$ cat src/rtl/if_fetch_stage.sv
// rtl/if_fetch_stage.sv - MIPS instruction-fetch stage: PC, ROM address, IF/ID register
module if_fetch_stage #(
    parameter logic [31:0] RESET_PC   = 32'h0000_0000,
    parameter int          IMEM_WORDS = 64,
    parameter logic [31:0] NOP_INST   = 32'h0000_0000
) (
    input  logic        clock,
    input  logic        resetn,
    input  logic        fetch_en,
    output logic [31:0] imem_a,
    input  logic [31:0] imem_inst,
    input  logic        redirect_valid,
    input  logic [31:0] redirect_target,
    output logic        id_valid,
    input  logic        id_ready,
    output logic [31:0] id_inst,
    output logic [31:0] id_pc,
    output logic [31:0] id_pc4,
    output logic        id_fault,
    output logic [31:0] fetch_count
);

    // First byte address past the ROM; 33 bits so a full 4 GiB ROM cannot overflow.
    localparam logic [32:0] IMEM_LIMIT = {1'b0, 32'(IMEM_WORDS)} << 2;

    logic [31:0] pc;
    logic [31:0] pc_plus4;
    logic        fault;
    logic        load;
    logic        transfer;

    assign imem_a   = pc;
    assign pc_plus4 = pc + 32'd4;
    assign fault    = ({1'b0, pc} >= IMEM_LIMIT);
    assign transfer = id_valid & id_ready;
    assign load     = fetch_en & (~id_valid | id_ready) & ~redirect_valid;

    // PC and IF/ID register: redirect beats load, load beats drain, else hold.
    always_ff @(posedge clock or negedge resetn) begin
        if (!resetn) begin
            pc          <= RESET_PC;
            id_valid    <= 1'b0;
            id_fault    <= 1'b0;
            id_inst     <= NOP_INST;
            id_pc       <= 32'd0;
            id_pc4      <= 32'd0;
            fetch_count <= 32'd0;
        end else if (redirect_valid) begin
            pc       <= {redirect_target[31:2], 2'b00};
            id_valid <= 1'b0;
            id_fault <= 1'b0;
        end else if (load) begin
            id_inst     <= fault ? NOP_INST : imem_inst;
            id_pc       <= pc;
            id_pc4      <= pc_plus4;
            id_fault    <= fault;
            id_valid    <= 1'b1;
            pc          <= pc_plus4;
            fetch_count <= fetch_count + 32'd1;
        end else if (transfer) begin
            id_valid <= 1'b0;
        end
    end

endmodule

$ cat config.mk
export PLATFORM = sky130hd
export DESIGN_NAME = if_fetch_stage
export DESIGN_NICKNAME = d
export VERILOG_FILES = /design/src/rtl/if_fetch_stage.sv
export SDC_FILE = /design/constraint.sdc
export NUM_CORES = 1
export LEC_CHECK = 0
export ABC_AREA = 1
export BUFFER_PORTS_ARGS = -buffer_cell sky130_fd_sc_hd__buf_2
export CAP_MARGIN = 40
export CELL_PAD_IN_SITES_DETAIL_PLACEMENT = 0
export CELL_PAD_IN_SITES_GLOBAL_PLACEMENT = 1
export CORE_AREA = 2 2 133 186
export CTS_CLUSTER_SIZE = 40
export DETAILED_ROUTE_END_ITERATION = 7
export DIE_AREA = 0 0 135 188
export PLACE_DENSITY_LB_ADDON = 0.1
export SYNTH_ARGS = -nofsm -noshare
export SYNTH_HDL_FRONTEND = slang
export SYNTH_SLANG_ARGS = --single-unit
$ cat constraint.sdc
create_clock -name clock -period 1.3 [get_ports clock]
set_clock_uncertainty 0.05 [all_clocks]
set_input_delay 0.26 -clock clock [delete_from_list [all_inputs] [get_ports clock]]
set_output_delay 0.26 -clock clock [all_outputs]
set_load 0.1 [all_outputs]
==> results_dict.tcl, run 1 <==
set metrics [dict create \
    cts-htree-levels 4 \
    wl_per_cell_um 17.75 \
    totalWireLength_um 34210 \
    commonest_non_fill_non_tap_cells_in_the_layout "305 x sky130_fd_sc_hd__nand2_1, 198 x sky130_fd_sc_hd__buf_4, 181 x sky130_fd_sc_hd__buf_12" \
    syn_area_mm2 0.007715 \
    synth_top_family_by_area "simple AND/OR/NAND/NOR gates" \
    synth_fa_ha_area_share_pct 0.4865 \
    clkTransAtPathRegs_ns 0.08 \
    yosys.area_share.simple_pct 33.05 \
    drt_initial_violations 379 \
    post-route-worst-setup-slack_ns -0.3943 \
    num_cts_buffers 17 \
    floorplan.rows 67 \
    dieArea_mm2 0.02538 \
    insertedDiodeCount 0 \
    postSynthRegisterBits 156 \
    layout.cells.non_filler 1927 \
    grt_pass1_wl_um 50970 \
    initial_core_utilization_pct 32.40 \
    rsz_0062_raised_after_global_routing "true" \
    buffer_ports.inserted 222 \
    antenna_violations_before_repair 2 \
    timing.final.crit_period_ns 1.694 \
    critical_path.max_fanout 8 \
    whs_ns 0.02003 \
    die_y_um 188 \
    synthXorXnorAreaFrac_pct 2.498 \
    endpoint_kind "flop" \
    root_buf_cell "sky130_fd_sc_hd__clkbuf_16" \
    timing.critical_path.required_ns 1.61 \
    compound_gate_fraction_of_synth_area_pct 6.195 \
    layout_commonest_cell "sky130_fd_sc_hd__nand2_1" \
    final-hold-violation-count 0 \
    cts-root-to-sink-buffers 2 \
    fmaxAchievable_mhz 590.2 \
    tritoncts "yes" \
    synthDistinctLibCells 30 \
    largest_net_degree_at_the_start_of_global_routing 70 \
    grt.overflow.total 0 \
    ys.warnings.count 0 \
    crit_type "reg -> reg" \
    coreArea_mm2 0.02381 \
    avgViaCountPerCell 4.718 \
    io_pins 231 \
    routed-via-count 9092 \
    synth.yosys.seq_area_share_pct 50.60 \
    tns_ns -55.64 \
    globalRouteTotalUtil_pct 26.30 \
    area.growth.synth_to_final_pct 129.8 \
    place_congestion 0.8695 \
    finish.utilization_pct 74.47 \
    fin_crit_sh_pct 130.3 \
    worstHoldPathType "in -> reg" \
    clock_latency_ns 0.43 \
    synthesis.instances 1028 \
    crit_path_start_kind "flop" \
    numPlacedInstances 1688 \
    dr.pass1.iters 6 \
    max_cap_violations 0 \
    post_route_cells_drive_above_1_share_pct 63.64 \
    worstPathArrival_ns 2.00 \
    postLayoutCellArea_mm2 0.01773 \
    finalSetupViolations 311 \
    ir_worst_vdd_mv 1.032 \
    fin_nets 1676 \
    cellPowerDensity_mw_per_mm2 1274 \
    placedInstanceArea_mm2 0.01325 \
    die_w_um 135 \
    filler_cell_count 1669 \
    multiplexer_fraction_of_the_synthesized_cell_area_pct 0 \
    failed_checks "negative setup slack" \
    cts.sink_count 156 \
    drc 0 \
    mean_area_per_synthesized_cell_um2 7.505 \
    drtAntennaViolNets 0 \
    result_of_the_run "finished with violations" \
    grt_pass1_vias 9257 \
    static-leakage-power_nw 8.508 \
    place.detailed.hpwl_um 20960 \
    final-max-slew-violation-count 0 \
]
[sequential cells by signal, summed over array words and instances (netlist names)]
register	cells
fetch_count	32
id_valid	1
id_pc4	30
id_inst	32
id_pc	30
id_fault	1
imem_a	30
[per-stage QoR]
| step | setup WS (ns) | power (W) |
|---|---|---|
| 2_1_floorplan | -0.4313 | 0.01125 |
| 3_3_place_gp | -0.2618 | 0.01524 |
| 3_5_place_dp | -0.2784 | 0.01529 |
| 4_1_cts | -0.3596 | 0.02192 |
| 5_1_grt | -0.4362 | 0.02332 |
| 6_report | -0.3943 | 0.02258 |
[layout make-up]
type	instances	area [µm²]	share of cell area, %
Tap cell	310	387.9	2.188
Clock buffer	17	425.4	2.399
Clock inverter	15	162.7	0.9174
Inverter	92	367.9	2.075
Timing Repair Buffer	590	7397	41.72
Sequential cell	156	4140	23.35
Multi-Input combinational cell	747	4848	27.35
[cell usage after synthesis, drive strengths merged]
master  count  area (µm²)
nor2      101       441.7
dfrtp     156        3904
xnor2       2       17.52
o21a        1       7.510
or2         1       6.260
nand4      10       62.56
ha          3       37.54
nand3b      5       37.54
o21ai      83       415.4
a21oi       8       40.04
nand3      47       247.7
buf        22       143.9
and2        1       6.260
nor3        6       35.03
inv        92       345.3
nand2     451        1713
xor2       20       175.2
conb        1       3.750
clkbuf     16       60.06
o211ai      2       15.01
[logic make-up after synthesis]
group / count (synthesis)
adders and majority gates: 3
other: 1
xor gates and xnor gates: 22
and+or+nand+nor: 622
AOI/OAI and AO/OA: 94
buffers and inverters: 130
DFF: 156
[timing repair]
| action | CTS | global route |
|---|---|---|
| gates resized for setup | 343 | 216 |
| setup endpoints to repair | 302 | 311 |
| hold buffers | 6 | 0 |
| pin swaps | 83 | 87 |
| hold endpoints to repair | 161 | 0 |
| buffers inserted | 133 | 66 |
| cloned | 18 | 5 |
[critical path, stage by stage (launching register included)]
cell and delay, ns:
sky130_fd_sc_hd__dfrtp_4 0.48, sky130_fd_sc_hd__buf_4 0.16, sky130_fd_sc_hd__inv_2 0.06, sky130_fd_sc_hd__nand4_1 0.10, sky130_fd_sc_hd__nor2_2 0.17, sky130_fd_sc_hd__nand3_4 0.23, sky130_fd_sc_hd__clkbuf_16 0.26, sky130_fd_sc_hd__o21ai_1 0.12
[where the power goes]
part / total [W] / switching, W / internal (W)
Combinational: 0.0113 / 0.00667 / 0.00461
Sequential: 0.00623 / 0.000709 / 0.00553
Clock: 0.00507 / 0.00248 / 0.00259
Total: 0.0226 / 0.00986 / 0.0127
[worst paths after layout]
kind                                           end              startpoint  depth (start not counted)  slack [ns]
setup / recovery           id_inst[30]$_DFFE_PN0P_  imem_a[20]$_DFFE_PN0P_                          7       -0.39
min in group asynchronous     id_pc[7]$_DFFE_PN0P_                  resetn                          3        0.32
setup reg to reg           id_inst[30]$_DFFE_PN0P_  imem_a[20]$_DFFE_PN0P_                          7       -0.39
max in group asynchronous   imem_a[11]$_DFFE_PN0P_                  resetn                          3        0.47
hold reg to reg              id_pc[18]$_DFFE_PN0P_   id_pc[18]$_DFFE_PN0P_                          2        0.49
hold / removal             id_inst[24]$_DFFE_PN0P_           imem_inst[24]                          3        0.02
[metal layers]
metal | part of all wire (%) | track usage [%]
met2 | 54 | 47.27
met4 | 5.0 | 13.06
met5 | 0.056 | 0
met1 | 36 | 29.12
met3 | 4.6 | 5.380
(Power assumes the default switching activity.)
==> run 2, diff against run 1 <==
==> config.mk (replaced) <==
export PLATFORM = sky130hd
export DESIGN_NAME = if_fetch_stage
export DESIGN_NICKNAME = d
export VERILOG_FILES = /design/src/rtl/if_fetch_stage.sv
export SDC_FILE = /design/constraint.sdc
export NUM_CORES = 1
export LEC_CHECK = 0
export BUFFER_PORTS_ARGS = -buffer_cell sky130_fd_sc_hd__buf_2
export CAP_MARGIN = 40
export CELL_PAD_IN_SITES_DETAIL_PLACEMENT = 1
export CELL_PAD_IN_SITES_GLOBAL_PLACEMENT = 2
export CORE_AREA = 2 2 144 202
export CTS_CLUSTER_SIZE = 40
export DETAILED_ROUTE_END_ITERATION = 7
export DIE_AREA = 0 0 146 204
export PLACE_DENSITY_LB_ADDON = 0.1
export SYNTH_ARGS = -nofsm -noshare
export SYNTH_HDL_FRONTEND = slang
export SYNTH_SLANG_ARGS = --single-unit
==> results_dict.tcl, run 2 <==
set metrics [dict create \
    ys.warnings.count 0 \
    crit_path_start_kind "flop" \
    cts.sink_count 156 \
    wl_per_cell_um 20.60 \
    cp.buffers_inverters 2 \
    drc 0 \
    synth.top_cells.by_area "sky130_fd_sc_hd__dfrtp_1 53%, sky130_fd_sc_hd__nand2_1 12%, sky130_fd_sc_hd__xor2_1 6.5%" \
    synth-edff-count 0 \
    critPathSlowestCell "sky130_fd_sc_hd__dfrtp_4" \
    antenna_violations_before_repair 1 \
    worstPathArrival_ns 2.29 \
    filler_cell_count 2883 \
    yosys_most_used_dff "sky130_fd_sc_hd__dfrtp_1" \
    buffer_ports.inserted 222 \
    fin_nets 1455 \
    crit_type "reg -> reg" \
    synth_top_cell_by_area "sky130_fd_sc_hd__dfrtp_1" \
    netSwitchingPower_w 0.008477 \
    layout_commonest_cell "sky130_fd_sc_hd__buf_4" \
    floorplan.rows 73 \
    finalSetupViolations 311 \
    area.growth.synth_to_final_pct 135.7 \
    post-place-ws_ns -0.7132 \
    largest_net_degree_at_the_start_of_global_routing 63 \
    cellPowerDensity_mw_per_mm2 1184 \
    clkTransAtPathRegs_ns 0.07 \
    drtAntennaViolNets 0 \
    timing.critical_path.required_ns 1.63 \
    mean_area_per_synthesized_cell_um2 9.297 \
    die_y_um 204 \
    fin_crit_sh_pct 151.2 \
    postSynthRegisterBits 156 \
    root_buf_cell "sky130_fd_sc_hd__clkbuf_16" \
    ys_top_cells_by_count "242 x sky130_fd_sc_hd__nand2_1, 156 x sky130_fd_sc_hd__dfrtp_1, 64 x sky130_fd_sc_hd__nand3_1" \
    static-leakage-power_nw 8.097 \
    pwr-share-seq_pct 29.2 \
    async_flop_share_pct 100.0 \
    totalWireLength_um 36490 \
    postLayoutCellArea_mm2 0.01751 \
    die_w_um 146 \
    place.detailed.hpwl_um 20450 \
    num_cts_buffers 17 \
    clock_latency_ns 0.44 \
    grt_pass1_vias 8868 \
    power_w 0.02073 \
    timing.final.crit_period_ns 1.965 \
    synthMostInstantiatedCell "sky130_fd_sc_hd__nand2_1" \
    worst-r2r-setup-slack_ns -0.67 \
    synthDominantCellAreaShare_pct 52.55 \
    cts-htree-levels 4 \
    ir_worst_vdd_mv 0.8725 \
    synth.yosys.seq_area_share_pct 52.55 \
    layout_top_registers "fetch_count: 32 flops, id_inst: 32 flops" \
    critical_path.max_fanout 17 \
    place_congestion 0.7539 \
    critical-path-max-stage-delay_ns 0.49 \
    post-route-worst-setup-slack_ns -0.6652 \
    io_pins 231 \
    routed-via-count 8274 \
    globalRouteTotalUtil_pct 22.77 \
    power_switching_share_pct 40.90 \
    grt.overflow.total 0 \
    clockPowerShare_pct 23.5 \
    dr.pass1.iters 4 \
    cellInternalPower_w 0.01225 \
    whs_ns 0.01618 \
    syn_area_mm2 0.007428 \
    final-max-slew-violation-count 0 \
    placedInstanceArea_mm2 0.01290 \
    cts-root-to-sink-buffers 2 \
    max_cap_violations 0 \
    final-hold-violation-count 0 \
    initial_core_utilization_pct 26.41 \
    failed_checks "negative setup slack" \
    gate_family_responsible_for_the_most_delay_along_the_worst_path "simple AND/OR/NAND/NOR gates" \
    post_route_cells_drive_above_1_share_pct 66.88 \
    drt_initial_violations 248 \
    tns_ns -91.13 \
    tritoncts "yes" \
    coreArea_mm2 0.02813 \
    synthesis.instances 799 \
    dieArea_mm2 0.02978 \
    grt_pass1_wl_um 51880 \
    endpoint_kind "flop" \
    worstHoldPathType "in -> reg" \
    synthDistinctLibCells 39 \
    avgViaCountPerCell 4.672 \
    commonest_non_fill_non_tap_cells_in_the_layout "207 x sky130_fd_sc_hd__buf_4, 183 x sky130_fd_sc_hd__buf_12, 146 x sky130_fd_sc_hd__nand2_1" \
    fmaxAchievable_mhz 508.9 \
    crit_path_cell_trace "nor4_4, nand2_2, a311oi_4, buf_6, buf_12, nand3_1, nand2_1" \
    comb_power_share_pct 47.3 \
    rsz_0062_raised_after_global_routing "true" \
    result_of_the_run "finished with violations" \
]
run 2: cell types whose count changed in the layout (fill, tap and decap cells not counted), sizes merged, moves of 11 or more:
cell | before | now
and3 | 0 | 17
xnor2 | 2 | 33
nand4 | 10 | 31
nand3 | 47 | 66
dlygate4sd3 | 6 | 44
nor4 | 0 | 12
o21ai | 83 | 60
nor2 | 101 | 20
xor2 | 20 | 55
inv | 103 | 4
clkbuf | 21 | 32
nand2 | 451 | 242
run 2: cell families (layout without fill, tap and decap cells):
| family | count (synthesis) | count (layout) | synth area share (%) |
|---|---|---|---|
| AOI/OAI and AO/OA | 64 | 64 | 4.632 |
| DFF | 156 | 156 | 52.55 |
| and+or+nand+nor | 416 | 416 | 26.60 |
| other | 1 | 7 | 0.05048 |
| muxes | 1 | 1 | 0.1516 |
| adders and majority gates | 3 | 3 | 0.5054 |
| xor gates and xnor gates | 88 | 88 | 10.38 |
| buffers and inverters | 70 | 661 | 5.137 |
run 2: layer usage:
layer / vias up / track usage, % / share of wire [%] / wire [µm]
li1: 3792 / - / - / -
met4: 0 / 6.796 / 2.9 / 1075
met5: - / 0 / 0 / 0
met2: 203 / 42.98 / 56 / 20510
met1: 4217 / 26.14 / 37 / 13580
met3: 62 / 3.996 / 3.7 / 1333
run 2: worst paths after layout:
path                       cells after the start                      end                    from
max                                            7  id_inst[31]$_DFFE_PN0P_  imem_a[24]$_DFFE_PN0P_
min                                            3  id_inst[20]$_DFFE_PN0P_           imem_inst[20]
min in group asynchronous                      2  id_inst[30]$_DFFE_PN0P_                  resetn
max reg2reg                                    7  id_inst[31]$_DFFE_PN0P_  imem_a[24]$_DFFE_PN0P_
max in group asynchronous                      3     id_pc[5]$_DFFE_PN0P_                  resetn
min reg2reg                                    2   id_inst[1]$_DFFE_PN0P_  id_inst[1]$_DFFE_PN0P_
run 2: worst register-to-register path, stage by stage (launching register included):
cell and delay (ns):
sky130_fd_sc_hd__dfrtp_4 0.49, sky130_fd_sc_hd__nor4_4 0.33, sky130_fd_sc_hd__nand2_2 0.14, sky130_fd_sc_hd__a311oi_4 0.29, sky130_fd_sc_hd__buf_6 0.19, sky130_fd_sc_hd__buf_12 0.20
sky130_fd_sc_hd__nand3_1 0.13, sky130_fd_sc_hd__nand2_1 0.10
run 2: layout make-up:
class | count | area (µm²) | share of cell area (%)
timing repair buffer | 626 | 7752 | 44.28
multi-input combinational | 578 | 4603 | 26.29
sequential | 156 | 4118 | 23.52
clock buffer | 25 | 485.5 | 2.773
tap | 375 | 469.2 | 2.680
clock inverter | 6 | 63.81 | 0.3644
inverter | 4 | 15.01 | 0.08575
antenna | 1 | 2.502 | 0.01429
run 2: stage by stage:
step	util, %	instances
floorplan	-	804
finish	62.24	1771
global placement	45.87	1477
global route	62.24	1771
detailed placement	45.87	1477
CTS	56.98	1687
run 2: power groups by stage:
stage          clock, W  combinational [W]  sequential [W]
2_1_floorplan         0            0.00115         0.00937
4_1_cts         0.00500            0.00897         0.00603
6_report        0.00487            0.00979         0.00606
3_3_place_gp          0            0.00783         0.00603
5_1_grt         0.00515             0.0101         0.00611
3_5_place_dp          0            0.00788         0.00606
run 2: timing repair:
action,4_1_cts,5_1_grt
endpoints found under the setup margin,311,312
cloned,15,9
hold buffers,44,0
pin swaps,104,123
setup buffers,121,98
resized for setup,208,229
hold endpoints to repair,199,0
==> run 3, diff against run 2 <==
--- a/config.mk
+++ b/config.mk
@@ -5,14 +5,15 @@
 export SDC_FILE = /design/constraint.sdc
 export NUM_CORES = 1
 export LEC_CHECK = 0
+export ABC_AREA = 1
 export BUFFER_PORTS_ARGS = -buffer_cell sky130_fd_sc_hd__buf_2
 export CAP_MARGIN = 40
 export CELL_PAD_IN_SITES_DETAIL_PLACEMENT = 1
 export CELL_PAD_IN_SITES_GLOBAL_PLACEMENT = 2
-export CORE_AREA = 2 2 144 202
+export CORE_AREA = 2 2 149 209
 export CTS_CLUSTER_SIZE = 40
 export DETAILED_ROUTE_END_ITERATION = 7
-export DIE_AREA = 0 0 146 204
+export DIE_AREA = 0 0 151 211
 export PLACE_DENSITY_LB_ADDON = 0.1
 export SYNTH_ARGS = -nofsm -noshare
 export SYNTH_HDL_FRONTEND = slang
==> results_dict.tcl, run 3 (synthesis results as in run 1) <==
set metrics [dict create \
    result_of_the_run "finished with violations" \
    failed_checks "negative setup slack" \
    root_buf_cell "sky130_fd_sc_hd__clkbuf_16" \
    final-hold-violation-count 0 \
    finalSetupViolations 311 \
    postLayoutCellArea_mm2 0.01797 \
    dieArea_mm2 0.03186 \
    max_cap_violations 0 \
    grt.overflow.total 0 \
    post_route_cells_drive_above_1_share_pct 65.59 \
    grt_pass1_wl_um 55680 \
    crit_path_start_kind "flop" \
    cts.sink_count 156 \
    worstPathArrival_ns 2.05 \
    fin_crit_sh_pct 133.2 \
    timing.final.crit_period_ns 1.731 \
    area.growth.synth_to_final_pct 132.9 \
    buffer_ports.inserted 222 \
    avgViaCountPerCell 4.563 \
    rsz_0062_raised_after_global_routing "true" \
    post-route-worst-setup-slack_ns -0.4313 \
    power_switching_share_pct 43.28 \
    grt_pass1_vias 9457 \
    wl_per_cell_um 20.14 \
    critical_path.max_fanout 8 \
    layout_top_registers "fetch_count: 32 flops, id_inst: 32 flops" \
    io_pins 231 \
    crit_type "reg -> reg" \
    commonest_non_fill_non_tap_cells_in_the_layout "285 x sky130_fd_sc_hd__nand2_1, 198 x sky130_fd_sc_hd__buf_4, 183 x sky130_fd_sc_hd__buf_12" \
    drc 0 \
    place_congestion 0.8075 \
    static-leakage-power_nw 8.576 \
    clkTransAtPathRegs_ns 0.08 \
    endpoint_kind "flop" \
    dr.pass1.iters 4 \
    cellInternalPower_w 0.01291 \
    layout_commonest_cell "sky130_fd_sc_hd__nand2_1" \
    ir_worst_vdd_mv 0.9007 \
    final-max-slew-violation-count 0 \
    drt_initial_violations 284 \
    place.detailed.hpwl_um 25860 \
    placedInstanceArea_mm2 0.01352 \
    num_cts_buffers 17 \
    cts-htree-levels 4 \
    netSwitchingPower_w 0.009848 \
    worstHoldPathType "in -> reg" \
    cts-root-to-sink-buffers 2 \
    pwr-share-seq_pct 27.6 \
    timing.critical_path.required_ns 1.62 \
    comb_power_share_pct 49.0 \
    initial_core_utilization_pct 25.85 \
    antenna_violations_before_repair 1 \
    globalRouteTotalUtil_pct 23.71 \
    fmaxAchievable_mhz 577.6 \
    die_w_um 151 \
    clock_latency_ns 0.45 \
    coreArea_mm2 0.02984 \
    largest_net_degree_at_the_start_of_global_routing 35 \
    drtAntennaViolNets 0 \
    totalWireLength_um 40260 \
    floorplan.rows 75 \
    clockPowerShare_pct 23.4 \
    die_y_um 211 \
    cellPowerDensity_mw_per_mm2 1266 \
    worst-r2r-setup-slack_ns -0.43 \
    power_w 0.02275 \
    fin_nets 1672 \
    routed-via-count 9122 \
    tritoncts "yes" \
]
-- run 3: worst max-delay path: stages (launching register included) --
cell	delay, ns
sky130_fd_sc_hd__dfrtp_4	0.49
sky130_fd_sc_hd__buf_12	0.14
sky130_fd_sc_hd__inv_6	0.04
sky130_fd_sc_hd__nand4_1	0.11
sky130_fd_sc_hd__nor2_2	0.22
sky130_fd_sc_hd__nand3_4	0.22
sky130_fd_sc_hd__clkbuf_16	0.25
sky130_fd_sc_hd__o21ai_4	0.13
-- run 3: cell type report --
cell class                      count  area [µm²]
Fill cell                        3167       11870
Timing Repair Buffer              586        7330
Multi-Input combinational cell    747        5015
Sequential cell                   156        4154
Tap cell                          385       481.7
Clock buffer                       17       425.4
Inverter                           92       377.9
Clock inverter                     15       181.4
Antenna cell                        1       2.502
-- run 3: routing by layer --
metal	wire [µm]	share of wire [%]	vias up	track usage, %
li1	-	-	4313	-
met1	14430	36	4523	26.13
met2	22730	56	207	44.56
met3	1392	3.5	79	4.428
met4	1711	4.2	0	8.637
met5	0	0	-	0
-- run 3: final timing paths --
kind / from / end / depth (start not counted)
setup / recovery: imem_a[25]$_DFFE_PN0P_ / id_inst[14]$_DFFE_PN0P_ / 7
hold / removal: imem_inst[21] / id_inst[21]$_DFFE_PN0P_ / 3
setup reg to reg: imem_a[25]$_DFFE_PN0P_ / id_inst[14]$_DFFE_PN0P_ / 7
hold reg to reg: id_pc[7]$_DFFE_PN0P_ / id_pc[7]$_DFFE_PN0P_ / 2
max in group asynchronous: resetn / id_pc4[12]$_DFFE_PN0P_ / 3
min in group asynchronous: resetn / id_pc4[31]$_DFFE_PN0P_ / 2
-- run 3: through the flow --
step / setup WS, ns / TNS [ns] / hold slack, ns / std cells / util [%]
5_1_grt: -0.4844 / -74.96 / 0.01293 / 1999 / 60.21
3_5_place_dp: -0.3998 / -31.27 / 0.1574 / 1782 / 45.29
4_1_cts: -0.3503 / -61.30 / 0.001510 / 1908 / 53.48
6_report: -0.4313 / -60.96 / 0.01573 / 1999 / 60.21
3_3_place_gp: -0.3729 / -27.27 / 0.1505 / 1782 / 45.29
2_1_floorplan: -0.4313 / -39.74 / -0.08559 / 1033 / -
-- run 3: power by group through the flow --
stage	Combinational (W)	Sequential, W	Clock [W]
detailed placement	0.00912	0.00633	0
CTS	0.0102	0.00625	0.00540
floorplan	0.00121	0.0100	0
finish	0.0112	0.00627	0.00532
global route	0.0116	0.00633	0.00561
global placement	0.00905	0.00632	0
-- run 3: repair_timing --
item                                    4_1_cts  5_1_grt
cloned                                       12        8
hold endpoints to repair                     30        0
hold buffers                                  7        0
endpoints found under the setup margin      311      311
resized for setup                           231      370
pin swaps                                    56      141
buffers inserted                             76       94
